## src/rtl/shadow_stack_pkg.sv

```systemverilog
// -----------------------------------------------------------------------------
// shadow_stack_pkg
// Shared definitions for the shadow flag stack on the RAT interrupt path.
//   FLAG_C_BIT / FLAG_Z_BIT : bit positions of carry and zero in a flag word.
//   stack_op_t              : operation decoded from {FLG_SHAD_LD, FLG_SHAD_RESTORE}.
//   decode_op()             : request pair -> stack_op_t.
//   next_ptr()              : modulo-depth pointer step, valid for any depth >= 1.
// -----------------------------------------------------------------------------
package shadow_stack_pkg;

    localparam int FLAG_C_BIT = 0;
    localparam int FLAG_Z_BIT = 1;

    typedef enum logic [1:0] {
        OP_HOLD,
        OP_PUSH,
        OP_POP,
        OP_REPLACE
    } stack_op_t;

    function automatic stack_op_t decode_op(input logic ld, input logic restore);
        stack_op_t op;
        case ({ld, restore})
            2'b10:   op = OP_PUSH;
            2'b01:   op = OP_POP;
            2'b11:   op = OP_REPLACE;
            default: op = OP_HOLD;
        endcase
        return op;
    endfunction

    // Explicit compare-and-wrap rather than a bit mask so that
    // non-power-of-2 depths wrap correctly.
    function automatic int unsigned next_ptr(input int unsigned ptr,
                                             input logic        inc,
                                             input int unsigned depth);
        int unsigned res;
        if (inc) begin
            res = (ptr >= depth - 1) ? 0 : ptr + 1;
        end else begin
            res = (ptr == 0) ? depth - 1 : ptr - 1;
        end
        return res;
    endfunction

endpackage

```

## src/rtl/shadow_flag_stack.sv

```systemverilog
// -----------------------------------------------------------------------------
// shadow_flag_stack
// LIFO of flag words replacing the single-entry shadow Z/C registers so that
// interrupts can nest. Push on interrupt entry, pop on RETIE/RETID.
//
// Build option: define SHADOW_STACK_WRAP_EN to make a push while full
// overwrite the oldest entry; otherwise such a push is dropped. OVERFLOW is
// set in both builds.
//
// Parameters:
//   FLAG_W  flag word width (bit 0 = C, bit 1 = Z, rest reserved)
//   DEPTH   number of nesting levels, >= 2
// Ports:
//   clk               system clock, rising edge
//   RST_N             asynchronous active-low reset
//   FLAGS_IN          live flags to save
//   FLG_SHAD_LD       push request
//   FLG_SHAD_RESTORE  pop request (both together = replace top)
//   CLR_ERR           clear sticky OVERFLOW/UNDERFLOW (a new error wins)
//   SHAD_FLAGS        top-of-stack entry, 0 when empty
//   LEVEL             number of valid entries
//   EMPTY / FULL      LEVEL == 0 / LEVEL == DEPTH
//   OVERFLOW          sticky: push while full
//   UNDERFLOW         sticky: pop (or replace) while empty
// -----------------------------------------------------------------------------
module shadow_flag_stack
    import shadow_stack_pkg::*;
#(
    parameter int FLAG_W = 2,
    parameter int DEPTH  = 4
) (
    input  logic                       clk,
    input  logic                       RST_N,
    input  logic [FLAG_W-1:0]          FLAGS_IN,
    input  logic                       FLG_SHAD_LD,
    input  logic                       FLG_SHAD_RESTORE,
    input  logic                       CLR_ERR,
    output logic [FLAG_W-1:0]          SHAD_FLAGS,
    output logic [$clog2(DEPTH+1)-1:0] LEVEL,
    output logic                       EMPTY,
    output logic                       FULL,
    output logic                       OVERFLOW,
    output logic                       UNDERFLOW
);

    localparam int PTR_W = (DEPTH > 1) ? $clog2(DEPTH) : 1;
    localparam int LVL_W = $clog2(DEPTH + 1);

    logic [FLAG_W-1:0] mem [DEPTH];
    logic [PTR_W-1:0]  top;
    logic [LVL_W-1:0]  level;
    logic              ovf;
    logic              udf;

    stack_op_t         op;
    logic [PTR_W-1:0]  top_inc;
    logic [PTR_W-1:0]  top_dec;
    logic [PTR_W-1:0]  top_nxt;
    logic [LVL_W-1:0]  level_nxt;
    logic [PTR_W-1:0]  waddr;
    logic              mem_we;
    logic              ovf_set;
    logic              udf_set;
    logic              empty;
    logic              full;

    assign empty   = (level == '0);
    assign full    = (level == LVL_W'(DEPTH));
    assign op      = decode_op(FLG_SHAD_LD, FLG_SHAD_RESTORE);
    assign top_inc = PTR_W'(next_ptr(32'(top), 1'b1, DEPTH));
    assign top_dec = PTR_W'(next_ptr(32'(top), 1'b0, DEPTH));

    always_comb begin
        top_nxt   = top;
        level_nxt = level;
        waddr     = top_inc;
        mem_we    = 1'b0;
        ovf_set   = 1'b0;
        udf_set   = 1'b0;
        case (op)
            OP_PUSH: begin
                if (!full) begin
                    top_nxt   = top_inc;
                    level_nxt = level + LVL_W'(1);
                    mem_we    = 1'b1;
                end else begin
                    ovf_set = 1'b1;
`ifdef SHADOW_STACK_WRAP_EN
                    // Slot after top is the oldest entry when full.
                    top_nxt = top_inc;
                    mem_we  = 1'b1;
`endif
                end
            end
            OP_POP: begin
                if (!empty) begin
                    top_nxt   = top_dec;
                    level_nxt = level - LVL_W'(1);
                end else begin
                    udf_set = 1'b1;
                end
            end
            OP_REPLACE: begin
                if (!empty) begin
                    waddr  = top;
                    mem_we = 1'b1;
                end else begin
                    // Pop half is illegal on an empty stack; the push half still lands.
                    top_nxt   = top_inc;
                    level_nxt = LVL_W'(1);
                    mem_we    = 1'b1;
                    udf_set   = 1'b1;
                end
            end
            default: ;
        endcase
    end

    always_ff @(posedge clk or negedge RST_N) begin
        if (!RST_N) begin
            top   <= '0;
            level <= '0;
            ovf   <= 1'b0;
            udf   <= 1'b0;
        end else begin
            top   <= top_nxt;
            level <= level_nxt;
            ovf   <= ovf_set | (ovf & ~CLR_ERR);
            udf   <= udf_set | (udf & ~CLR_ERR);
        end
    end

    // Storage needs no reset: entries are only visible while counted by level.
    always_ff @(posedge clk) begin
        if (mem_we) begin
            mem[waddr] <= FLAGS_IN;
        end
    end

    assign SHAD_FLAGS = empty ? '0 : mem[top];
    assign LEVEL      = level;
    assign EMPTY      = empty;
    assign FULL       = full;
    assign OVERFLOW   = ovf;
    assign UNDERFLOW  = udf;

endmodule

```

## config.mk

```make
export PLATFORM = sky130hd
export DESIGN_NAME = shadow_flag_stack
export DESIGN_NICKNAME = d
export VERILOG_FILES = /design/src/rtl/shadow_stack_pkg.sv /design/src/rtl/shadow_flag_stack.sv
export SDC_FILE = /design/constraint.sdc
export NUM_CORES = 1
export LEC_CHECK = 0
export ABC_AREA = 0
export BUFFER_PORTS_ARGS = -buffer_cell sky130_fd_sc_hd__buf_2
export CAP_MARGIN = 10
export CORE_MARGIN = 2
export CORE_UTILIZATION = 55
export DETAILED_ROUTE_END_ITERATION = 8
export GPL_TIMING_DRIVEN = 0
export PLACE_DENSITY = 0.78
export SLEW_MARGIN = 20
export SYNTH_ARGS = -nofsm -noshare
export SYNTH_HDL_FRONTEND = slang
export SYNTH_SLANG_ARGS = --single-unit
```

## constraint.sdc

```tcl
create_clock -name clk -period 2.34 [get_ports clk]
set_input_delay 0.468 -clock clk [delete_from_list [all_inputs] [get_ports clk]]
set_output_delay 0.468 -clock clk [all_outputs]
set_load 0.05 [all_outputs]
```

======== Yosys cells after proc, flatten, opt, wreduce, memory -nomap -nowiden ========
Memories as Yosys holds them, arrays and structs flattened.
Index checks and enable logic that the tools add are counted.
storage, ports and cells
  memories kept ........................... 1
  flip-flop bits (word level) ............. 7
  RAM bits ................................ 8
memories
  name  words  bits a word  rd ports  clocked after Yosys merged registers in  write ports  line                     RTL
  mem   4      2            1         0                                        1            shadow_flag_stack.sv:49  logic [FLAG_W-1:0] mem [DEPTH];
operators by class
  $lt $le $gt $ge ......................... 1
  bitwise operators ....................... 5
  reductions and logical operators ........ 6
  add/sub/neg operators ................... 4
  equal/unequal tests ..................... 10
  multiplexer cells ....................... 21
operators with widths
  operator             number
  $mux 2               7
  $pmux 2 s3           2
  $mux 3               3
  $pmux 3 s3           1
  $eq 2x2->1 const B   4
  $mux 1               7
  $ne 2x2->1 const B   3
  $eq 2x1->1 const B   2
  $reduce_and 4->1     1
  $add 3x1->3 const B  1
  $eq 3x3->1 const B   1
  $logic_not 3->1      1
  $reduce_and 3->1     1
  $reduce_bool 3->1    1
  $sub 3x1->3 const B  1
  $add 2x1->2 const B  1
  $and 1x1->1          2
  $ge 2x2->1 const B   1
  $logic_not 2->1      1
  $or 1x1->1           2
  $pmux 1 s2           1
  $reduce_or 2->1      1
  $sub 2x1->2 const B  1
  $not 1->1            1

======== Depth between registers and ports, before layout ========
  word-level depth ........................ 6
  depth in mapped cells ................... 7
  mapped depth without buffers ............ 6

======== Worst setup path after synthesis ========
Ideal clock, no wire load.
  path type ............................... reg2reg
  from .................................... register top[0]
  to ...................................... memory mem[1][0] (enable)
  slack ................................... 0.234 ns
  clock period less this slack ............ 2.106 ns
  data required time ...................... 2.035 ns
  stages on the path, launching flop included .. 6
  data arrival time ....................... 1.801 ns
  cells stage by stage .................... dfrtp_1 > clkbuf_1 > inv_1 > ha_1 > or4_4 > a21oi_2
between the ends
  cells in the longest elaborated chain, start to end .. 4
  elaborated cells between the ends (all ways) .. 5
ends and longest elaborated chain
  element                                    line                      RTL
  from (decl)                                shadow_flag_stack.sv:50   logic [PTR_W-1:0] top;
  from (signal assigned)                     shadow_flag_stack.sv:126  top <= top_nxt;
  $add 2x1->2 or $ge 2x2->1 (tied branches)  shadow_stack_pkg.sv:39    res = (ptr >= depth - 1) ? 0 : ptr + 1;
  $mux 2                                     shadow_stack_pkg.sv:39
  $mux 2                                     n/a
  $mux 2 *                                   shadow_flag_stack.sv:80   case (op)
  to (decl)                                  shadow_flag_stack.sv:49
Every way passes the cells marked *; elsewhere a longest branch is shown, timed or not.

======== Final worst setup path ========
  from .................................... register top[0]
  to ...................................... output port SHAD_FLAGS[0]
between the ends
  cells in the longest elaborated chain, start to end .. 2
ends and longest elaborated chain
  element      line                      RTL
  $mem_v2 4x2  n/a
  $mux 2       shadow_flag_stack.sv:140  assign SHAD_FLAGS = empty ? '0 : mem[top];
  to (decl)    shadow_flag_stack.sv:38   output logic [FLAG_W-1:0] SHAD_FLAGS,
No other way between the ends.

==> reports/qor.yml <==
sta:
  fmax_mhz: 448.2
  hold_violations: 0
  rsz0062_at_grt: "no"
  relSlewSlack_pct: 59.21
  tightest_slew_ns: 0.6041
  period_needed_ns: 2.231
  clock_skew_ns: 0.01061
  period_share_pct: 95.34
  setup_violations: 0
  slew_violations: 0
  tns_ns: 0
logic_synthesis:
  synth.distinct_cells: 43
  synthesis.area_um2: 1006
  syn_avg_cell_area_um2: 10.16
  netlist_instances: 99
  ys_ff_latch: 15
  syn_nets: 109
  ys_warn_count: 0
  synth-async-reset-ratio_pct: 46.67
  synth_edf_count: 8
  yosysSeqAreaShare_pct: 41.29
  synth-main-ff-cell: "edfxtp_1"
critical_path:
  crit_path_cell_trace: "mux4_2 -> and2_1 -> buf_2"
  crit_required_ns: 1.87
  cp_top_family: "flip-flops"
  critPathKind: "reg2out"
  crit_path_start_kind: "register"
  arrival_ns: 1.76
  r2r_slack_ns: 0.11
  critPathMaxStageDelay_ns: 0.57
  path_buf_inv: 1
  critPathMaxFanout: 11
  cp-end-kind: "output port"
  slowest_stage: "dfrtp_1"
clocking:
  cts_buffers: 3
  htree_levels: 1
  post_cts_resized: 0
  root_buffer: "clkbuf_4"
  cts_num_sinks: 15
  cts_tree: "yes"
  cts_buffer_depth: 2
  clk_latency_ns: 0.30
  path_clk_slew_ns: 0.09
floorplan:
  initial_core_util_pct: 58.26
  die-area_um2: 2187
  fp-row-count: 15
  core_um2: 1727
  ios: 16
  chipHeight_um: 46.77
  dieWidth_um: 46.77
cells_and_area:
  final_cell_area_um2: 1135
  final_nets: 127
  drive_gt1_share_pct: 22.41
  diodes: 0
  areaGrowthSynthToFinish_pct: 12.81
flow_run:
  maxCapViolations: 0
drt:
  vias_per_cell: 5.915
  drtPass1Iterations: 4
  dr_total_vias: 834
  wl_per_cell_um: 14.34
  antenna_left: 0
  drt_wl_total_mm: 2.022
  drc: 0
  drt_iter0_drc: 22
global_route:
  grt_pass1_wl_mm: 2.911
  grt_max_degree: 12
  first_global_vias: 695
  antenna_found_initial: 0
  grt_usage_pct: 20.69
  grt_overflow: 0
placed_design:
  gp_congestion: 0.8146
  port_buffers: 13
  placedInstanceArea_um2: 1102
  dp.final_hpwl_mm: 1.513
pwr:
  peakVddDrop_mv: 0.7296
  total_power_mw: 1.565
  p_per_area_nw_per_um2: 1379
  leakagePower_nw: 0.4680
status:
  status: "completed"
min_path:
  min_path_type: "in2reg"
[kinds of logic after synthesis]
family,share of synthesized area [%]
multiplexers,7.462
flip-flops,41.29
AO/OA/AOI/OAI,18.28
XOR/XNOR,0.8708
buffers and inverters,8.209
adder cells (fa/ha/maj),3.732
AND/OR/NAND/NOR,20.15
[where the power goes]
| group | total [mW] | internal (mW) | switching [mW] |
|---|---|---|---|
| Clock | 0.154 | 0.0664 | 0.0873 |
| Sequential | 0.442 | 0.370 | 0.0723 |
| Combinational | 0.969 | 0.352 | 0.617 |
[metrics by stage]
| stage | cells | utilization (%) | hold WS (ns) | setup WS, ns |
|---|---|---|---|---|
| final | 141 | 65.72 | 0.3805 | 0.1090 |
| after detailed placement | 137 | 63.84 | 0.3150 | 0.05588 |
| after global routing | 141 | 65.72 | 0.3711 | 0.004460 |
| after CTS | 141 | 65.72 | 0.3742 | 0.1048 |
| after global placement | 137 | 63.84 | 0.3093 | 0.07455 |
| after floorplan | 99 | - | 0.1724 | 0.2341 |
[worst paths after layout]
kind / startpoint / to / cells past startpoint
max: top[0] / SHAD_FLAGS[0] / 3
min: CLR_ERR / OVERFLOW / 2
min reg2reg: UNDERFLOW / UNDERFLOW / 2
max reg2reg: top[1] / mem[1][1] / 5
min in group asynchronous: RST_N / LEVEL[1] / 2
max in group asynchronous: RST_N / OVERFLOW / 2
[what timing repair did]
item,CTS,global route
endpoints found under the hold margin,7,0
setup endpoints to repair,2,0
hold buffers,1,0
setup buffers,0,0
[per-layer routing]
layer	up-vias	part of all wire [%]	track usage [%]	wire length [um]
met1	392	46	26.12	935
li1	405	-	-	-
met4	0	2.1	15.00	42
met2	32	45	30.41	919
met5	-	0	0	0
met3	5	6.1	5.769	124
[cell usage in the layout (no fill, tap or decap), types with 2 or more instances in the layout]
master | netlist | routed
a21oi_1 | 4 | 4
or3_1 | 3 | 3
inv_1 | 10 | 10
nor2_1 | 2 | 2
buf_2 | 3 | 16
o22ai_1 | 2 | 2
ha_1 | 3 | 3
and2_1 | 3 | 3
a221oi_1 | 2 | 2
nand2b_1 | 6 | 6
mux2i_1 | 3 | 3
nand3_1 | 4 | 4
edfxtp_1 | 8 | 8
mux4_2 | 2 | 2
dfrtp_1 | 7 | 7
clkbuf_4 | 0 | 3
o21ai_0 | 5 | 5
clkbuf_1 | 3 | 3
buf_1 | 2 | 2
nor2b_1 | 3 | 3
[layout make-up]
type                       instances  area, um2
buffer                             8      41.29
clock buffer                       4      26.28
fill                             152      591.8
inverter                          10      37.54
multi-input combinational         65      508.0
sequential                        15      415.4
tap                               25      31.28
timing repair buffer              14      75.07
[synth_stat cells (3+ instances only)]
master | instances | area share [%]
nor2b_1 | 3 | 1.9
inv_1 | 10 | 3.7
a21oi_1 | 4 | 2.0
buf_2 | 3 | 1.5
nand2b_1 | 6 | 3.7
nand3_1 | 4 | 2.0
edfxtp_1 | 8 | 24
mux2i_1 | 3 | 3.0
dfrtp_1 | 7 | 17
o21ai_0 | 5 | 2.5
ha_1 | 3 | 3.7
clkbuf_1 | 3 | 1.1
and2_1 | 3 | 1.9
or3_1 | 3 | 1.9
[state kept, by name, indices dropped and copies added (netlist names)]
signal	cells
OVERFLOW	1
mem	8
UNDERFLOW	1
top	2
LEVEL	3
No activity file was read; power rests on OpenSTA's default activity.
